--- src/rtl/i2s_xmtr.sv ---
// I2S transmitter and bit-clock master: takes stereo pairs over valid/ready and
// serialises them MSB-first with the one-bit I2S delay; bck = clk/2, lrck local.
module i2s_xmtr #(
    parameter int unsigned DATA_WIDTH = 16,
    parameter int unsigned SLOT_BCKS  = 17
) (
    input  logic                  clk,
    input  logic                  reset,
    input  logic                  in_valid,
    output logic                  in_ready,
    input  logic [DATA_WIDTH-1:0] in_left,
    input  logic [DATA_WIDTH-1:0] in_right,
    output logic                  bck,
    output logic                  lrck,
    output logic                  data,
    output logic                  underrun
);

    localparam int unsigned    P_W    = (SLOT_BCKS > 1) ? $clog2(SLOT_BCKS) : 1;
    localparam logic [P_W-1:0] P_LAST = P_W'(SLOT_BCKS - 1);
    localparam logic [P_W-1:0] P_DATA = P_W'(DATA_WIDTH);

    logic [P_W-1:0]        p, p_d;
    logic                  bck_d, lrck_d, data_d, underrun_d;
    logic                  hold_full, hold_full_d;
    logic [DATA_WIDTH-1:0] hold_left, hold_left_d, hold_right, hold_right_d;
    logic [DATA_WIDTH-1:0] sh_left, sh_left_d, sh_right, sh_right_d;
    logic                  accept;

    assign in_ready = !hold_full && !reset;
    assign accept   = in_valid && in_ready;

    // Next-state: slot activity only on edges where bck falls (bck currently 1)
    always_comb begin
        bck_d        = ~bck;
        lrck_d       = lrck;
        p_d          = p;
        data_d       = data;
        underrun_d   = 1'b0;
        hold_full_d  = hold_full;
        hold_left_d  = hold_left;
        hold_right_d = hold_right;
        sh_left_d    = sh_left;
        sh_right_d   = sh_right;

        if (accept) begin
            hold_left_d  = in_left;
            hold_right_d = in_right;
            hold_full_d  = 1'b1;
        end

        if (bck) begin
            if (p == P_LAST) begin
                p_d    = '0;
                lrck_d = ~lrck;
                // Frame start: load uses hold as it was before this edge
                if (lrck) begin
                    if (hold_full) begin
                        sh_left_d   = hold_left;
                        sh_right_d  = hold_right;
                        hold_full_d = 1'b0;
                    end else begin
                        sh_left_d  = '0;
                        sh_right_d = '0;
                        underrun_d = 1'b1;
                    end
                end
            end else begin
                p_d = p + P_W'(1);
                if (p >= P_DATA) begin
                    data_d = 1'b0;
                end else if (lrck) begin
                    data_d     = sh_right[DATA_WIDTH-1];
                    sh_right_d = {sh_right[DATA_WIDTH-2:0], 1'b0};
                end else begin
                    data_d    = sh_left[DATA_WIDTH-1];
                    sh_left_d = {sh_left[DATA_WIDTH-2:0], 1'b0};
                end
            end
        end
    end

    always_ff @(posedge clk) begin
        if (reset) begin
            bck        <= 1'b0;
            lrck       <= 1'b1;
            data       <= 1'b0;
            underrun   <= 1'b0;
            p          <= P_LAST;
            hold_full  <= 1'b0;
            hold_left  <= '0;
            hold_right <= '0;
            sh_left    <= '0;
            sh_right   <= '0;
        end else begin
            bck        <= bck_d;
            lrck       <= lrck_d;
            data       <= data_d;
            underrun   <= underrun_d;
            p          <= p_d;
            hold_full  <= hold_full_d;
            hold_left  <= hold_left_d;
            hold_right <= hold_right_d;
            sh_left    <= sh_left_d;
            sh_right   <= sh_right_d;
        end
    end

endmodule
--- config.mk ---
export PLATFORM = sky130hd
export DESIGN_NAME = i2s_xmtr
export DESIGN_NICKNAME = d
export VERILOG_FILES = /design/src/rtl/i2s_xmtr.sv
export SDC_FILE = /design/constraint.sdc
export NUM_CORES = 1
export LEC_CHECK = 0
export CORE_MARGIN = 5
export CORE_UTILIZATION = 30
export DETAILED_ROUTE_END_ITERATION = 16
export SYNTH_ARGS = -nofsm -noshare
export SYNTH_HDL_FRONTEND = slang
export SYNTH_SLANG_ARGS = --single-unit
--- constraint.sdc ---
create_clock -name clk -period 4.65 [get_ports clk]
set_input_delay 0.93 -clock clk [delete_from_list [all_inputs] [get_ports clk]]
set_output_delay 0.93 -clock clk [all_outputs]
set_load 0.02 [all_outputs]
# Word level (Yosys, flattened, before mapping)
# Cells that the tools add are included.
# W data, S select, Z words.
dict set report op_classes {
  n_addsub 1
  mul 0
  div 0
  order_cmp 1
  n_eq_ne 4
  shifts 0
  muxes 19
  bitwise 3
  n_reduce_logical 10
}
# cell n
set op_table {}
lappend op_table {{$mux W16} 10}
lappend op_table {{$mux W1} 8}
lappend op_table {{$reduce_and A4 Y1} 2}
lappend op_table {{$add A5 B1 Y5 const B} 1}
lappend op_table {{$eq A5 B5 Y1 const B} 1}
lappend op_table {{$ge A5 B5 Y1 const B} 1}
lappend op_table {{$mux W5} 1}
lappend op_table {{$ne A2 B2 Y1 const B} 2}
lappend op_table {{$reduce_and A2 Y1} 2}
lappend op_table {{$reduce_or A4 Y1} 1}
lappend op_table {{$not A1 Y1} 3}
lappend op_table {{$logic_and A1 B1 Y1} 2}
lappend op_table {{$logic_not A1 Y1} 2}
lappend op_table {{$ne A2 B1 Y1 const B} 1}
lappend op_table {{$reduce_bool A2 Y1} 1}
dict set report word_totals {
  reg_bits 74
  latchBits 0
  ramBits 0
  rom_bits 0
  input_bits 35
  word_cells 48
  mem_count 0
}

# Logic depth before layout (Yosys ltp)
dict set report logic_depth {
  ltp_word 8
  depth_mapped 7
  mapped_depth_nobuf 5
}

# Least setup slack after synthesis
# Ideal clock, no wire load.
dict set report synth_path {
  path_type {input port to output port}
  startpoint {input port reset}
  endpoint {output port in_ready}
  arrival_ns 1.589
  required_ns 3.720
  slack_ns 2.131
  path_stages 3
  path_cell_list {buf_2 buf_1 nor2_1}
}
dict set report synth_via {
  elab_chain_cells 2
}
# item line
set synth_lines {}
lappend synth_lines {{start, declared} 8} ;# input logic reset,
lappend synth_lines {{$logic_not A1 Y1} 30} ;# assign in_ready = !hold_full && !reset;
lappend synth_lines {{$logic_and A1 B1 Y1} 30}
lappend synth_lines {{end, declared} 10} ;# output logic in_ready,
# Every way passes these cells.

# Worst setup path in the final report
# Same ends and word-level chain as after synthesis.

==> impl_results.md <==
- Outcome: finished, final reports clean
- Pre-CTS setup slack: 1.516 ns
- Max IR drop VDD: between 0.15 and 0.2 mV
- Post-synthesis cell type count: 39
- Fmax achieved: 321.8 MHz
- Post-Syn Nets: 433
- First drt pass iteration count: 4
- Clock tree from TritonCTS: yes
- Cells after Synth: roughly 400
- Antenna cells: 0
- Die Ht: roughly 120 um
- Final Slew Violations: 0
- GRT Total Usage: 11.75%
- H-Tree Depth: 3
- Starting density of the core: approximately 31%
- Clk_skew: about 0.011 ns
- Port bufs: 39
- Power Dens Cells: between 400 and 500 nW/um2
- Register area share after synthesis: approximately 44%
- Post-synth top area share: between 40% and 50%
- Antenna viol nets, final: 0
- P&R area growth vs syn: 20.77%
- Post-synth top area cell: dfxtp_1
- Seq cells post-synth: between 70 and 80
- Area after detailed placement: between 3000 and 4000 um2
- Overflow after GRT: 0
- I/O pins: 40
- Critical path fanouts, max: 2
- Final Hold Vio Count: 0
- Final setup margin: between 1.5 and 2 ns
- Main flop type after synthesis: dfxtp_1
- Crit Path Category: in2out
- Post-CTS Setup Inserts: 0
- CP Capture Type: primary output
- Clock root buffer master: clkbuf_8
- CTS Buf Count: 9
- Overall power: ~1700 uW
- Crit path time final: 3.107 ns
- Final setup violating endpoints: 0
- CP arrival: about 2.2 ns
- Leakage: around 0.0014 uW
- Clock sinks: 74
- Routed WL: 7428 um
- Slew @ Worst Pin: between 1 and 1.5 ns
- CP required: approximately 3.7 ns
- Initial antenna violation count: 0
- Vias: approximately 2800
- Placed insts: 540
- Slew margin rel.: 31.41%
- Die ar.: about 13000 um2
- Most common cell in the synthesized netlist: nand2_1
- YS warnings: 0
- Mean post-synth cell area: between 8 and 9 um2
- Fillers: around 1100
- Synth cell count leaders: nand2_1, dfxtp_1, nand3_1
- First-pass GRT wire length: approximately 13000 um
- Synth area leaders: dfxtp_1, nand2_1, nand3_1
- Clk_lat worst skew: 0.35 ns
- Vias/cell: around 5.0
- Final Non-Filler Cells: 556
- Share of post-route cells with drive strength above 1: 9.615%
- Post-CTS Hold Buffers: 0
- DRC: 0
- Die Span X: 115.4 um
- CP Launch Type: primary input
- Row cnt: 38
- Max Cap Violations: 0
- Placeable core area: approximately 11000 um2
- Largest net degree at the start of global routing: 51
- Vias in the first global route: ~2800
- Clock buffer depth: 2
- Post-Syn Area: 3331 um2
- Worst Hold Class: reg2reg
- Period Utilization, post-route: about 67%
- Detailed placer's ending HPWL: 4624 um
- Drt first-iter violations: around 190
- Post-synth EDFFs: 0
- RSZ-0062 raised after global routing: false
- Setup tns final: 0 ns
- Clock Pin Slew Worst Setup and Hold Paths: around 0.070 ns
- Cts repair resizes: 0
- Final nets: between 400 and 500
- Design area: 4023 um2
- Async SR Flop Fraction: 0%
- Drt wl/cell: 13.36 um
- Gpl congestion: ~0.73
## layout by cell type, fill, tap and decap left out, types with 2 or more instances in the layout
master           Yosys  layout
nand2_1             98      98
dfxtp_1             74      74
clkdlybuf4s50_1      0      39
nand3_1             34      34
o21ai_0             18      18
nand2b_1            16      16
o221ai_1            15      15
a31oi_1             15      15
a211oi_1            15      15
o21ai_1             14      14
clkbuf_8             0      12
a311oi_2             9       9
a21oi_1              7       7
a311oi_1             6       6
buf_4                8       6
bufinv_16            0       4
inv_1                3       3
nor2_1               3       3
mux2_2               3       3
inv_2                2       2
nor2b_1              2       2
nor3b_4              1       2
a21o_1               2       2
nand4_1              2       2
ha_1                 2       2
## power by group
group          internal (uW)  switching, uW
Clock                    455            234
Sequential               689           37.9
Combinational            103            138
Total                   1250            410
## critical path: stages
cell and delay (ns):
clkdlybuf4s50_1 0.46, nor2_1 0.16, clkdlybuf4s50_1 0.63
## logic make-up after synthesis
logic type | after synthesis | share of synthesized area, %
XOR/XNOR | 1 | 0.2630
adder cells (fa/ha/maj) | 2 | 0.7512
buffers and inverters | 46 | 6.875
AND/OR/NAND/NOR | 163 | 22.80
AO/OA/AOI/OAI | 106 | 23.52
flip-flops | 74 | 44.48
multiplexers | 4 | 1.315
## final cells by class
type                    instances  area, um2  area share, %
well taps                     140      175.2          4.355
repair buffers                 45      435.4          10.82
flip-flops and latches         74       1481          36.83
inverters                       5      18.77         0.4666
multi-input cells             276       1627          40.44
clock buffers                  12      165.2          4.106
clock inverters                 4      120.1          2.986
## registers in the layout (all words and copies together) (netlist names)
signal	flops
hold_left	16
hold_full	1
bck	1
underrun	1
sh_right	16
hold_right	16
p	5
sh_left	16
lrck	1
data	1
## per-layer routing
| layer | vias to the layer above | global-route usage (%) | wire length (um) |
|---|---|---|---|
| met5 | - | 0 | 0 |
| met4 | 0 | 4.773 | 50 |
| met3 | 2 | 2.421 | 282 |
| met2 | 57 | 18.48 | 3395 |
| met1 | 1294 | 15.74 | 3699 |
| li1 | 1438 | - | - |
## final timing paths
check                                           startpoint                         end  slack, ns  cells after the start
worst min register to register  hold_right[8]$_SDFFE_PP0P_  hold_right[8]$_SDFFE_PP0P_       0.45                      2
worst max-delay path                                 reset                    in_ready       1.54                      3
worst min-delay path            hold_right[8]$_SDFFE_PP0P_  hold_right[8]$_SDFFE_PP0P_       0.45                      2
worst max register to register           p[4]$_SDFFE_PP1P_    sh_left[13]$_SDFFE_PP0P_       2.01                      4
## stage by stage
stage	utilization [%]	hold slack, ns
2_1_floorplan	-	0.4286
3_3_place_gp	34.48	0.4409
3_5_place_dp	34.48	0.4433
4_1_cts	37.11	0.4555
5_1_grt	37.11	0.4737
6_report	37.11	0.4518
Power figures use the tool's default switching activity.
